### config.mk
export PLATFORM = sky130hd
export DESIGN_NAME = seg_add_ctrl_flat
export DESIGN_NICKNAME = d
export VERILOG_FILES = /design/src/rtl/seg_add_if.sv /design/src/rtl/seg_add_ctrl.sv /design/src/flat_wrapper.sv
export SDC_FILE = /design/constraint.sdc
export NUM_CORES = 1
export LEC_CHECK = 0
export ABC_CLOCK_PERIOD_IN_PS = 2300
export BUFFER_PORTS_ARGS = -buffer_cell sky130_fd_sc_hd__buf_2
export CORE_UTILIZATION = 55
export CTS_CLUSTER_DIAMETER = 50
export DETAILED_ROUTE_END_ITERATION = 16
export HOLD_SLACK_MARGIN = 0.08
export PLACE_DENSITY = 0.8
export SYNTH_ARGS = -nofsm -noshare
export SYNTH_HDL_FRONTEND = slang
export SYNTH_SLANG_ARGS = --single-unit
### constraint.sdc
create_clock -name clk -period 2.3 [get_ports clk]
set_input_delay 0.23 -clock clk [delete_from_list [all_inputs] [get_ports clk]]
set_output_delay 0.23 -clock clk [all_outputs]
set_load 0.005 [all_outputs]
### src/rtl/seg_add_if.sv
// seg_add_if - operand, decoder and display signals of the 7-segment adder
// controller.
//   seg_in  [6:0] operand pattern {a..g}, sampled on load
//   load          single-cycle capture strobe
//   clr           synchronous clear to IDLE, wins over load
//   dec_seg [6:0] pattern presented to the external decoder
//   dec_val [3:0] external decoder result, combinational from dec_seg
//   busy/done/err status; sum [4:0] registered result
//   an [1:0] one-hot digit enable, seg_out [6:0] segment drive
// The slave modport is the controller; the master side is the board
// environment (switches, button, decoder, display pins).
interface seg_add_if;
    logic [6:0] seg_in;
    logic       load;
    logic       clr;
    logic [6:0] dec_seg;
    logic [3:0] dec_val;
    logic       busy;
    logic       done;
    logic       err;
    logic [4:0] sum;
    logic [1:0] an;
    logic [6:0] seg_out;

    modport master (
        output seg_in, load, clr, dec_val,
        input  dec_seg, busy, done, err, sum, an, seg_out
    );

    modport slave (
        input  seg_in, load, clr, dec_val,
        output dec_seg, busy, done, err, sum, an, seg_out
    );
endinterface

### src/rtl/seg_add_ctrl.sv
// seg_add_ctrl - sequencing controller for the 7-segment adder.
// Captures two operands as raw segment patterns, checks each against the
// external pattern-to-digit decoder by re-encoding the decoded digit, adds
// the two digits and shows the sum (or E on an invalid operand) on a
// time-multiplexed two-digit display.
//   clk  rising-edge clock
//   rst  asynchronous active-high reset
//   bus  seg_add_if.slave: operand input, decoder loop, status, display
// REFRESH_DIV (>= 2) sets clock cycles per displayed digit slot.
module seg_add_ctrl #(
    parameter int REFRESH_DIV = 4
) (
    input  logic      clk,
    input  logic      rst,
    seg_add_if.slave  bus
);
    localparam int CW = $clog2(REFRESH_DIV);
    localparam logic [6:0] PAT_E = 7'b1001111;

    typedef enum logic [2:0] {
        S_IDLE, S_CHK_A, S_WAIT_B, S_CHK_B, S_ADD, S_SHOW, S_ERR
    } state_t;

    state_t        state, state_nx;
    logic [6:0]    opreg;
    logic [3:0]    digit_a, digit_b;
    logic [4:0]    sum_q;
    logic          done_q;
    logic [CW-1:0] cnt;
    logic          slot;          // 0 = ones digit, 1 = tens digit
    logic          dec_ok;
    logic          busy_o, err_o;
    logic [1:0]    an_o;
    logic [6:0]    seg_o;

    function automatic logic [6:0] digit_pattern(input logic [3:0] d);
        case (d)
            4'd0:    digit_pattern = 7'b1111110;
            4'd1:    digit_pattern = 7'b0110000;
            4'd2:    digit_pattern = 7'b1101101;
            4'd3:    digit_pattern = 7'b1111001;
            4'd4:    digit_pattern = 7'b0110011;
            4'd5:    digit_pattern = 7'b1011011;
            4'd6:    digit_pattern = 7'b1011111;
            4'd7:    digit_pattern = 7'b1110000;
            4'd8:    digit_pattern = 7'b1111111;
            4'd9:    digit_pattern = 7'b1111011;
            default: digit_pattern = 7'b0000000;
        endcase
    endfunction

    function automatic logic [3:0] ones_digit(input logic [4:0] s);
        logic [4:0] t;
        t = (s >= 5'd10) ? s - 5'd10 : s;
        return t[3:0];
    endfunction

    // The decoder aliases blank and garbage patterns onto real digits, so an
    // operand is only trusted if the decoded digit re-encodes to exactly the
    // pattern that was presented.
    assign dec_ok = (bus.dec_val <= 4'd9) && (digit_pattern(bus.dec_val) == opreg);

    // State register.
    // NOTE: sequential state uses non-blocking assignments so every register
    // samples pre-edge values regardless of process evaluation order.
    always_ff @(posedge clk or posedge rst) begin
        if (rst) state <= S_IDLE;
        else     state <= state_nx;
    end

    // Next-state logic.
    // NOTE: state_nx gets a default before the case so no path leaves it
    // unassigned, which would otherwise infer a latch.
    always_comb begin
        state_nx = state;
        if (bus.clr) begin
            state_nx = S_IDLE;
        end else begin
            unique case (state)
                S_IDLE:   if (bus.load) state_nx = S_CHK_A;
                S_CHK_A:  state_nx = dec_ok ? S_WAIT_B : S_ERR;
                S_WAIT_B: if (bus.load) state_nx = S_CHK_B;
                S_CHK_B:  state_nx = dec_ok ? S_ADD : S_ERR;
                S_ADD:    state_nx = S_SHOW;
                S_SHOW:   if (bus.load) state_nx = S_CHK_A;
                S_ERR:    if (bus.load) state_nx = S_CHK_A;
                default:  state_nx = S_IDLE;
            endcase
        end
    end

    // Datapath and refresh registers.
    // NOTE: these are plain flops, not a memory array, so all of them take the
    // asynchronous reset; sum and dec_seg must read 0 straight out of reset.
    always_ff @(posedge clk or posedge rst) begin
        if (rst) begin
            opreg   <= '0;
            digit_a <= '0;
            digit_b <= '0;
            sum_q   <= '0;
            done_q  <= 1'b0;
            cnt     <= '0;
            slot    <= 1'b0;
        end else if (bus.clr) begin
            opreg   <= '0;
            digit_a <= '0;
            digit_b <= '0;
            sum_q   <= '0;
            done_q  <= 1'b0;
            cnt     <= '0;
            slot    <= 1'b0;
        end else begin
            // ADD always moves to SHOW when clr is low, so this marks the
            // first SHOW cycle.
            done_q <= (state == S_ADD);

            // Loads arriving in CHK_A, CHK_B or ADD are dropped.
            if (bus.load && (state inside {S_IDLE, S_WAIT_B, S_SHOW, S_ERR}))
                opreg <= bus.seg_in;

            if (state == S_CHK_A && dec_ok) digit_a <= bus.dec_val;
            if (state == S_CHK_B && dec_ok) digit_b <= bus.dec_val;
            if (state == S_ADD)             sum_q   <= {1'b0, digit_a} + {1'b0, digit_b};

            // Refresh runs only while staying in SHOW/ERR; any other cycle
            // (including the one entering SHOW/ERR) parks it at ones, count 0.
            if ((state == S_SHOW || state == S_ERR) && state_nx == state) begin
                if (cnt == CW'(REFRESH_DIV - 1)) begin
                    cnt  <= '0;
                    slot <= ~slot;
                end else begin
                    cnt <= cnt + CW'(1);
                end
            end else begin
                cnt  <= '0;
                slot <= 1'b0;
            end
        end
    end

    // Output decode from registered state, slot and sum only.
    always_comb begin
        busy_o = 1'b0;
        err_o  = 1'b0;
        an_o   = 2'b00;
        seg_o  = 7'b0000000;
        unique case (state)
            S_CHK_A, S_CHK_B, S_ADD: busy_o = 1'b1;
            S_SHOW: begin
                an_o  = slot ? 2'b10 : 2'b01;
                if (slot) seg_o = (sum_q >= 5'd10) ? digit_pattern(4'd1) : 7'b0000000;
                else      seg_o = digit_pattern(ones_digit(sum_q));
            end
            S_ERR: begin
                err_o = 1'b1;
                an_o  = slot ? 2'b10 : 2'b01;
                seg_o = slot ? 7'b0000000 : PAT_E;
            end
            default: ;
        endcase
    end

    assign bus.dec_seg = opreg;
    assign bus.busy    = busy_o;
    assign bus.done    = done_q;
    assign bus.err     = err_o;
    assign bus.sum     = sum_q;
    assign bus.an      = an_o;
    assign bus.seg_out = seg_o;
endmodule

### src/flat_wrapper.sv
// flat-port wrapper written by rule: the top's interface ports become plain ports
module seg_add_ctrl_flat 
#(
    parameter int REFRESH_DIV = 4
)
  (clk, rst, bus_seg_in, bus_load, bus_clr, bus_dec_val, bus_dec_seg, bus_busy, bus_done, bus_err, bus_sum, bus_an, bus_seg_out);
  seg_add_if bus_i ();
  input  logic clk;
  input  logic rst;
  input wire logic [$bits(bus_i.seg_in)-1:0] bus_seg_in;
  input wire logic [$bits(bus_i.load)-1:0] bus_load;
  input wire logic [$bits(bus_i.clr)-1:0] bus_clr;
  input wire logic [$bits(bus_i.dec_val)-1:0] bus_dec_val;
  output wire logic [$bits(bus_i.dec_seg)-1:0] bus_dec_seg;
  output wire logic [$bits(bus_i.busy)-1:0] bus_busy;
  output wire logic [$bits(bus_i.done)-1:0] bus_done;
  output wire logic [$bits(bus_i.err)-1:0] bus_err;
  output wire logic [$bits(bus_i.sum)-1:0] bus_sum;
  output wire logic [$bits(bus_i.an)-1:0] bus_an;
  output wire logic [$bits(bus_i.seg_out)-1:0] bus_seg_out;
  assign bus_i.seg_in = bus_seg_in;
  assign bus_i.load = bus_load;
  assign bus_i.clr = bus_clr;
  assign bus_i.dec_val = bus_dec_val;
  assign bus_dec_seg = bus_i.dec_seg;
  assign bus_busy = bus_i.busy;
  assign bus_done = bus_i.done;
  assign bus_err = bus_i.err;
  assign bus_sum = bus_i.sum;
  assign bus_an = bus_i.an;
  assign bus_seg_out = bus_i.seg_out;
  seg_add_ctrl #(.REFRESH_DIV(REFRESH_DIV)) u_core (.clk(clk), .rst(rst), .bus(bus_i));
endmodule
# [Word-level counts from Yosys, hierarchy flattened]
# Memories as Yosys holds them, arrays and structs flattened.
# Index checks and enable logic that the tools add are counted.
[word_totals] output_inout_bits=24 regBits=27 mem_count=2 input_bits=15 rom_bits=224 elab_cells=71
[classes] n_bitwise=1 n_addsub=3 n_mux=30 n_eq_ne=10 reduce_logical=15 magnitude_cmp=2
[mem_list] memory="(name not given)" depth=16 width=7 read_ports=1 rd_ports_with_merged_regs=0 wr=0 line="seg_add_ctrl.sv:37" text="case (d)"
[mem_list] memory="(name not given)" depth=16 width=7 read_ports=1 rd_ports_with_merged_regs=0 wr=0 line="seg_add_ctrl.sv:37"
[ops] cell="7-bit two-way mux" n=4
[ops] cell="4-bit two-way mux" n=5
[ops] cell="3-bit case mux with 5 select lines" n=1
[ops] cell="7-bit case mux with 2 select lines" n=1
[ops] cell="2-bit two-way mux" n=6
[ops] cell="3-bit two-way mux" n=4
[ops] cell="5-bit two-way mux" n=2
[ops] cell="3-bit == test, second input constant" n=3
[ops] cell="2-bit nonzero test" n=4
[ops] cell="7-bit == test" n=1
[ops] cell="3-bit by 2-bit == test with 1-bit output, second input constant" n=2
[ops] cell="1-bit two-way mux" n=6
[ops] cell="6-bit two-way mux" n=1
[ops] cell="3-bit OR reduction" n=2
[ops] cell="4-bit by 4-bit adder with 5-bit output" n=1
[ops] cell="5-bit by 4-bit greater-or-equal comparator with 1-bit output, second input constant" n=1
[ops] cell="1-bit logical AND" n=5
[ops] cell="4-bit less-or-equal comparator, second input constant" n=1
[ops] cell="4-bit nonzero test" n=1
[ops] cell="4-bit subtractor, second input constant" n=1
[ops] cell="3-bit by 1-bit == test with 1-bit output, second input constant" n=1
[ops] cell="3-bit == test" n=1
[ops] cell="3-bit logical NOT" n=1
[ops] cell="3-bit != test, second input constant" n=1
[ops] cell="5 further kinds" n=5

# [Longest topological paths before layout]
# Gate-level depths: netlist of run 1.
# An unclocked memory read counts as a cell.
[logic_depth] depth_word=10 mapped_depth=10 depth_no_buf=10

# [Worst setup path before layout of run 1]
# No wires, ideal clock.
[synth_timing] path_type="register to output" from="register u_core.sum_q[1] (netlist: u_core.bus.sum[1])" to="output port bus_seg_out[5]" path_stages_with_launch=10 t_arrival_ns=1.813 required_time_ns=2.070 slack_ns=0.257 n_path_buf=0 cell_sequence="dfrtp_1 inv_1 ha_1 nor2b_1 nor3_2 xnor2_1 ha_1 nor2_1 nor2_1 o21a_1"
[synth_via] elab_chain_len=5 word_cells_on_any_way=7 cone_classes="1 x add/sub; 1 x order compare; 4 x mux; 1 x memory"
[synth_lines] element="start, declared" line="seg_add_ctrl.sv:27" text="logic [4:0] sum_q;"
[synth_lines] element="start signal, assigned" line="seg_add_ctrl.sv:123" text="if (state == S_ADD) sum_q <= {1'b0, digit_a} + {1'b0, digit_b};"
[synth_lines] element="4-bit subtractor / 5-bit by 4-bit greater-or-equal comparator with 1-bit output (equally long branches)" line="seg_add_ctrl.sv:54, seg_add_ctrl.sv:151"
[synth_lines] element="4-bit two-way mux" line="seg_add_ctrl.sv:54" text="t = (s >= 5'd10) ? s - 5'd10 : s;"
[synth_lines] element="memory 16 x 7 bit"
[synth_lines] element="7-bit two-way mux (*)" line="seg_add_ctrl.sv:151" text="if (slot) seg_o = (sum_q >= 5'd10) ? digit_pattern(4'd1) : 7'b0000000;"
[synth_lines] element="7-bit case mux with 2 select lines (*)" line="seg_add_ctrl.sv:147" text="unique case (state)"
[synth_lines] element="end, declared" line="flat_wrapper.sv:20" text="output wire logic [$bits(bus_i.seg_out)-1:0] bus_seg_out;"
# Every way passes the cells marked *; elsewhere a longest branch is shown, timed or not.

# [Worst setup path after layout of run 1]
[layout_timing] from="register u_core.sum_q[2] (netlist: u_core.bus.sum[2])" to="output port bus_seg_out[0]"
[layout_via] elab_chain_len=5 word_cells_on_any_way=6 cone_classes="1 x add/sub; 1 x order compare; 3 x mux; 1 x memory"
[layout_lines] element="4-bit subtractor / 5-bit by 4-bit greater-or-equal comparator with 1-bit output (equally long branches)" line="seg_add_ctrl.sv:54"
[layout_lines] element="4-bit two-way mux (*)" line="seg_add_ctrl.sv:54"
[layout_lines] element="memory 16 x 7 bit (*)"
[layout_lines] element="7-bit two-way mux (*)" line="seg_add_ctrl.sv:151"
[layout_lines] element="7-bit case mux with 2 select lines (*)" line="seg_add_ctrl.sv:147"
# Marked as above.

==> results.sh, run 1 <==
export IMPL_crit_fanout=8
export IMPL_area_growth_pct=27.3
export IMPL_synth_edf_count=0
export IMPL_viasPerCell=5.59
export IMPL_track_usage_pct=24.9
export IMPL_io_buffers=38
export IMPL_ys_ff_latch=27
export IMPL_max_cap_viol_count=0
export IMPL_fp_dieH_um=62.3
export IMPL_routed_wl_mm=4.81
export IMPL_r2r_worst_path_cells=6
export IMPL_rr_startpoint="u_core.bus.dec_seg[6]"
export IMPL_wire_per_inst_um=14.6
export IMPL_end_kind="output port"
export IMPL_synth_nets=262
export IMPL_cp_top_family="simple AND/OR/NAND/NOR gates"
export IMPL_grt_start_max_net_pins=30
export IMPL_yosysUniqueCellTypes=42
export IMPL_async_flop_share_pct=100
export IMPL_yosys_warnings=0
export IMPL_synth_flop_cell="dfrtp_1"
export IMPL_num_fill_cells=256
export IMPL_yosys_area_top_type="dfrtp_1"
export IMPL_cts_root_buf="clkbuf_4"
export IMPL_grt_pass1_wl_mm=7.74
export IMPL_synth_top_cell_area_share_pct=33.8
export IMPL_r2r_end="u_core.digit_b[2]"
export IMPL_min_delay_start="bus_seg_in[6]"
export IMPL_setup_ws_ns=-0.349
export IMPL_diodes=0
export IMPL_drive_above_1_share_pct=30.7
export IMPL_cts_clk_slew_worst_paths_ns=0.14
export IMPL_pin_count=39
export IMPL_grt_ovfl_total=0
export IMPL_max_freq_mhz=378
export IMPL_die_w_um=62.3
export IMPL_hold_viol=0
export IMPL_post_synth_inst_count=229
export IMPL_cts_tree="done"
export IMPL_placed_cells=311
export IMPL_skew_ns=0.00925
export IMPL_hold_end="u_core.bus.dec_seg[6]"
export IMPL_setup_viol=7
export IMPL_fin_util_pct=74.6
export IMPL_cp_buffers_inverters=3
export IMPL_htree_levels=1
export IMPL_cp_startpoint="u_core.bus.sum[2]"
export IMPL_maxSlewViolCount=0
export IMPL_avgSynthCellArea_um2=8.74
export IMPL_drc_errors=0
export IMPL_initial_core_util_pct=58.6
export IMPL_grt_antenna_before_repair=0
export IMPL_crit_arrival_ns=2.42
export IMPL_leakage_uw=0.00132
export IMPL_hold_class="in2reg"
export IMPL_coreArea_um2=3420
export IMPL_finalCriticalPeriod_ns=2.65
export IMPL_power_density_nw_per_um2=410
export IMPL_ys_seq_area_share_pct=33.8
export IMPL_slowest_stage="dfrtp_1"
export IMPL_cts_path_max_buffers=2
export IMPL_cts_buffers=3
export IMPL_hpwl_mm=3.04
export IMPL_max_stage_delay_ns=0.46
export IMPL_dr_first_iter_drc_count=57
export IMPL_gp_congestion=0.871
export IMPL_worst_path_stages=10
export IMPL_relSlewSlack_pct=66.5
export IMPL_cp_required_ns=2.07
export IMPL_cp_start_kind="flop"
export IMPL_final_setup_tns_ns=-1.96
export IMPL_ys_top_cells_by_area="dfrtp_1 34%, ha_1 11%, mux2i_1 8.5%"
export IMPL_tightestPinTransition_ns=0.502
export IMPL_grt_setup_unrepaired="true"
export IMPL_violations="setup timing"
export IMPL_period_share_pct=115
export IMPL_fin_nets=317
export IMPL_rrSetupSlack_ns=0.22
export IMPL_irDropWorstVdd_mv=0.344
export IMPL_vias=1839
export IMPL_power_total_uw=1050
export IMPL_drt_pass1_iter_count=6
export IMPL_drtAntennaViolNets=0
export IMPL_synth_area_um2=2000
export IMPL_grt_pass1_vias=1712
export IMPL_std_cell_rows=21
export IMPL_status="finished with violations"
export IMPL_worstHoldPathCells=3
export IMPL_worstSkewPairLatency_ns=0.32
export IMPL_dieArea_um2=3890
export IMPL_crit_type="reg2out"
export IMPL_cp_cell_sequence="inv_2 -> ha_4 -> nor2b_4 -> nor3_4 -> buf_4 -> mux2_4 -> a21oi_4 -> or3_4 -> o21ai_1 -> buf_2"
export IMPL_final_cells=329
export IMPL_clkSinkCount=27
## through the flow
| step | instance area (µm²) | hold slack, ns | setup slack (ns) |
|---|---|---|---|
| after floorplan | 2000 | 0.283 | 0.257 |
| after global placement | 2260 | 0.306 | 0.0250 |
| after detailed placement | 2260 | 0.311 | -0.0307 |
| after CTS | 2460 | 0.130 | -0.194 |
| after global routing | 2550 | 0.135 | -0.426 |
| final | 2550 | 0.140 | -0.349 |
## cell usage in the layout (no fill, tap or decap), types with 2 or more instances in the layout
| cell | Yosys | final |
|---|---|---|
| nand4_1 | 2 | 2 |
| a21oi_1 | 14 | 13 |
| nand3_1 | 3 | 3 |
| ha_2 | 0 | 2 |
| inv_1 | 8 | 7 |
| o21ai_1 | 6 | 4 |
| nand2b_1 | 19 | 19 |
| a31oi_1 | 2 | 2 |
| nor2_1 | 27 | 26 |
| xnor2_1 | 4 | 3 |
| nor3_1 | 6 | 6 |
| o21ai_0 | 6 | 6 |
| a211oi_1 | 3 | 2 |
| or3_1 | 5 | 4 |
| buf_4 | 1 | 18 |
| nand2_2 | 0 | 2 |
| xor2_1 | 4 | 4 |
| inv_2 | 2 | 2 |
| nand2_1 | 20 | 18 |
| o21a_1 | 2 | 2 |
| clkbuf_4 | 0 | 3 |
| buf_2 | 2 | 38 |
| buf_6 | 0 | 2 |
| a21o_1 | 3 | 3 |
| and3_1 | 2 | 2 |
| dfrtp_1 | 27 | 26 |
| mux2i_1 | 17 | 17 |
| ha_4 | 0 | 3 |
| ha_1 | 17 | 12 |
| o21ai_2 | 0 | 2 |
## area by class of cell
type / count / area (µm²) / area share, %
timing repair buffer: 59 / 358 / 14.0
inverter: 10 / 40.0 / 1.57
sequential: 27 / 677 / 26.6
multi-input combinational: 183 / 1390 / 54.5
tap: 46 / 57.6 / 2.26
clock buffer: 4 / 26.3 / 1.03
## logic make-up (layout without fill, tap and decap cells)
group                      Yosys count  count (layout)  share of synthesized area (%)
and+or+nand+nor                     97              97                           25.2
xor gates and xnor gates             8               8                           3.50
AOI/OAI and AO/OA                   42              42                           13.0
muxes                               18              18                           9.06
adders and majority gates           18              18                           11.6
DFF                                 27              27                           33.8
buffers and inverters               19              73                           3.88
## worst max-delay path by stage
stage	end	slack, ns
after CTS	bus_seg_out[6]	-0.19
after global placement	bus_seg_out[6]	0.03
after floorplan	bus_seg_out[5]	0.26
final	bus_seg_out[0]	-0.35
after detailed placement	bus_seg_out[6]	-0.03
after global routing	bus_seg_out[0]	-0.43
## routing by layer
metal,vias up,global-route usage [%],share of wire [%]
met3,14,3.31,3.0
met1,873,33.0,44
met4,0,7.56,2.8
met5,-,0,0
met2,54,42.3,50
li1,898,-,-
## registers in the layout, indices dropped and copies added, names as in the netlist
signal	cells
u_core.digit_b	4
u_core.digit_a	4
u_core.bus.done	1
u_core.bus.dec_seg	7
u_core.bus.sum	5
u_core.slot	1
u_core.cnt	2
u_core.state	3
## cell usage after synthesis (2+ instances only)
library cell,count
dfrtp_1,27
nor2_1,27
nand2_1,20
nand2b_1,19
ha_1,17
mux2i_1,17
a21oi_1,14
inv_1,8
nor3_1,6
o21ai_0,6
o21ai_1,6
clkbuf_1,5
or3_1,5
xnor2_1,4
xor2_1,4
a211oi_1,3
a21o_1,3
nand3_1,3
a311oi_1,2
a31oi_1,2
and3_1,2
buf_2,2
inv_2,2
nand4_1,2
nor2b_1,2
nor3_2,2
nor3b_1,2
nor4bb_1,2
o21a_1,2
## timing repair
item | in CTS | in global routing
hold buffers | 1 | 0
pin swaps | 6 | 5
endpoints found under the setup margin | 7 | 7
hold endpoints to repair | 27 | 0
buffers inserted | 11 | 2
resized for setup | 16 | 16
## worst min-delay path, cell delays in order
cell	delay, ns
buf_2	0.07
mux2i_1	0.05
nor2_1	0.08
## where the power goes
group          internal [µW]  total, µW  switching, µW  leakage (µW)
sequential               493        525           31.8      0.000369
clock                   67.8        202            134     0.0000150
combinational            146        319            173      0.000933
total                    707       1050            339       0.00132
Power figures use the tool's default switching activity.
==> run 2, diff against run 1 <==
ABC_CLOCK_PERIOD_IN_PS = 3250   (was 2300)
CORE_UTILIZATION = 57   (was 55)
PLACE_DENSITY = 0.82   (was 0.8)
clock period = 3.25 ns   (was 2.3 ns; I/O delays follow)
==> results.sh, run 2 (synthesis results as in run 1) <==
export IMPL_status="complete, no violations"
export IMPL_critPathMostFrequentCell="nor2_1"
export IMPL_hpwl_mm=3.05
export IMPL_viasPerCell=5.49
export IMPL_cts_clk_slew_worst_paths_ns=0.15
export IMPL_slowest_stage="dfrtp_1"
export IMPL_drt_pass1_iter_count=4
export IMPL_coreArea_um2=3360
export IMPL_gp_congestion=0.922
export IMPL_finalCriticalPeriod_ns=2.84
export IMPL_fin_nets=296
export IMPL_end_kind="output port"
export IMPL_cp_buffers_inverters=1
export IMPL_initial_core_util_pct=59.5
export IMPL_maxSlewViolCount=0
export IMPL_stdcell_area_um2=2240
export IMPL_std_cell_rows=21
export IMPL_dr_first_iter_drc_count=86
export IMPL_drc_errors=0
export IMPL_period_share_pct=87.5
export IMPL_grt_setup_unrepaired="false"
export IMPL_io_buffers=38
export IMPL_routed_wl_mm=4.00
export IMPL_grt_antenna_before_repair=0
export IMPL_cp_start_kind="flop"
export IMPL_wire_per_inst_um=13.0
export IMPL_dieArea_um2=3750
export IMPL_power_density_nw_per_um2=310
export IMPL_power_total_uw=694
export IMPL_max_freq_mhz=352
export IMPL_drive_above_1_share_pct=18.3
export IMPL_grt_pass1_wl_mm=6.50
export IMPL_cts_path_max_buffers=2
export IMPL_fp_dieH_um=61.3
export IMPL_leakage_uw=0.00118
export IMPL_grt_ovfl_total=0
export IMPL_cts_resized=0
export IMPL_setup_viol=0
export IMPL_cp_top_family="simple AND/OR/NAND/NOR gates"
export IMPL_cp_required_ns=2.92
export IMPL_worstSkewPairLatency_ns=0.32
export IMPL_place_area_um2=2210
export IMPL_skew_ns=0.00245
export IMPL_vias=1692
export IMPL_crit_type="reg2out"
export IMPL_tightestPinTransition_ns=1.01
export IMPL_drtAntennaViolNets=0
export IMPL_track_usage_pct=23.4
export IMPL_htree_levels=1
export IMPL_cp_cell_sequence="nor4bb_1 -> nor3_2 -> xnor2_1 -> ha_1 -> nor2_1 -> nor2_1 -> o21a_1 -> buf_2"
export IMPL_cts_tree="done"
export IMPL_diodes=0
export IMPL_hold_viol=0
export IMPL_grt_start_max_net_pins=30
export IMPL_layout_common_cells="38 x buf_2, 27 x nor2_1, 27 x dfrtp_1, 20 x nand2_1, 19 x nand2b_1"
export IMPL_area_growth_pct=11.8
export IMPL_cts_buffers=3
export IMPL_final_setup_tns_ns=0
export IMPL_relSlewSlack_pct=32.5
export IMPL_clkSinkCount=27
export IMPL_final_common_cell="buf_2"
export IMPL_hold_class="in2async"
export IMPL_max_cap_viol_count=0
export IMPL_largest_register_ffs=7
export IMPL_die_w_um=61.3
export IMPL_crit_arrival_ns=2.52
export IMPL_max_stage_delay_ns=0.48
export IMPL_postCtsHoldBufs=0
export IMPL_grt_pass1_vias=1485
export IMPL_cts_setup_buffers=0
export IMPL_cts_root_buf="clkbuf_4"
export IMPL_pin_count=39
export IMPL_crit_fanout=6
export IMPL_irDropWorstVdd_mv=0.167
run 2: cell count changes in the layout (fill, tap and decap cells not counted), sizes merged:
cell,previous run,this run
clkbuf,4,3
clkinv,0,1
buf,58,38
dlygate4sd3,1,0
run 2: layout make-up:
type,count,area (µm²)
clock inverter,1,5.00
inverter,10,37.5
clock buffer,3,22.5
multi-input combinational,183,1250
timing repair buffer,38,190
tap,46,57.6
sequential,27,676
fill,301,1130
run 2: stage by stage:
step | utilization [%] | hold WS, ns | setup WS [ns] | cells
2_1_floorplan | - | 0.378 | 1.11 | 229
3_3_place_gp | 65.7 | 0.427 | 0.839 | 304
3_5_place_dp | 65.7 | 0.429 | 0.778 | 304
4_1_cts | 66.5 | 0.228 | 0.389 | 308
5_1_grt | 66.5 | 0.232 | 0.251 | 308
6_report | 66.5 | 0.226 | 0.408 | 308
run 2: power breakdown:
group / leakage, µW / internal [µW] / switching, µW
Sequential: 0.000370 / 349 / 20.7
Clock: 0.0000177 / 46.1 / 100
Combinational: 0.000797 / 75.5 / 103
run 2: worst paths after layout:
path	startpoint	end	slack [ns]	depth (start not counted)
setup reg to reg	u_core.bus.dec_seg[6]	u_core.digit_a[0]	1.23	6
min in group clk	bus_seg_in[5]	u_core.bus.dec_seg[5]	0.23	3
setup / recovery	u_core.bus.sum[0]	bus_seg_out[5]	0.41	8
max in group asynchronous	rst	u_core.digit_a[2]	2.42	2
hold reg to reg	u_core.cnt[0]	u_core.cnt[0]	0.44	1
hold / removal	rst	u_core.bus.dec_seg[3]	0.23	2
run 2: per-layer routing:
metal	share of wire [%]	wire [µm]	track usage, %
met3	3.4	136	2.52
met2	48	1930	41.0
met4	0.50	20	6.17
met5	0	0	0
met1	48	1910	31.0
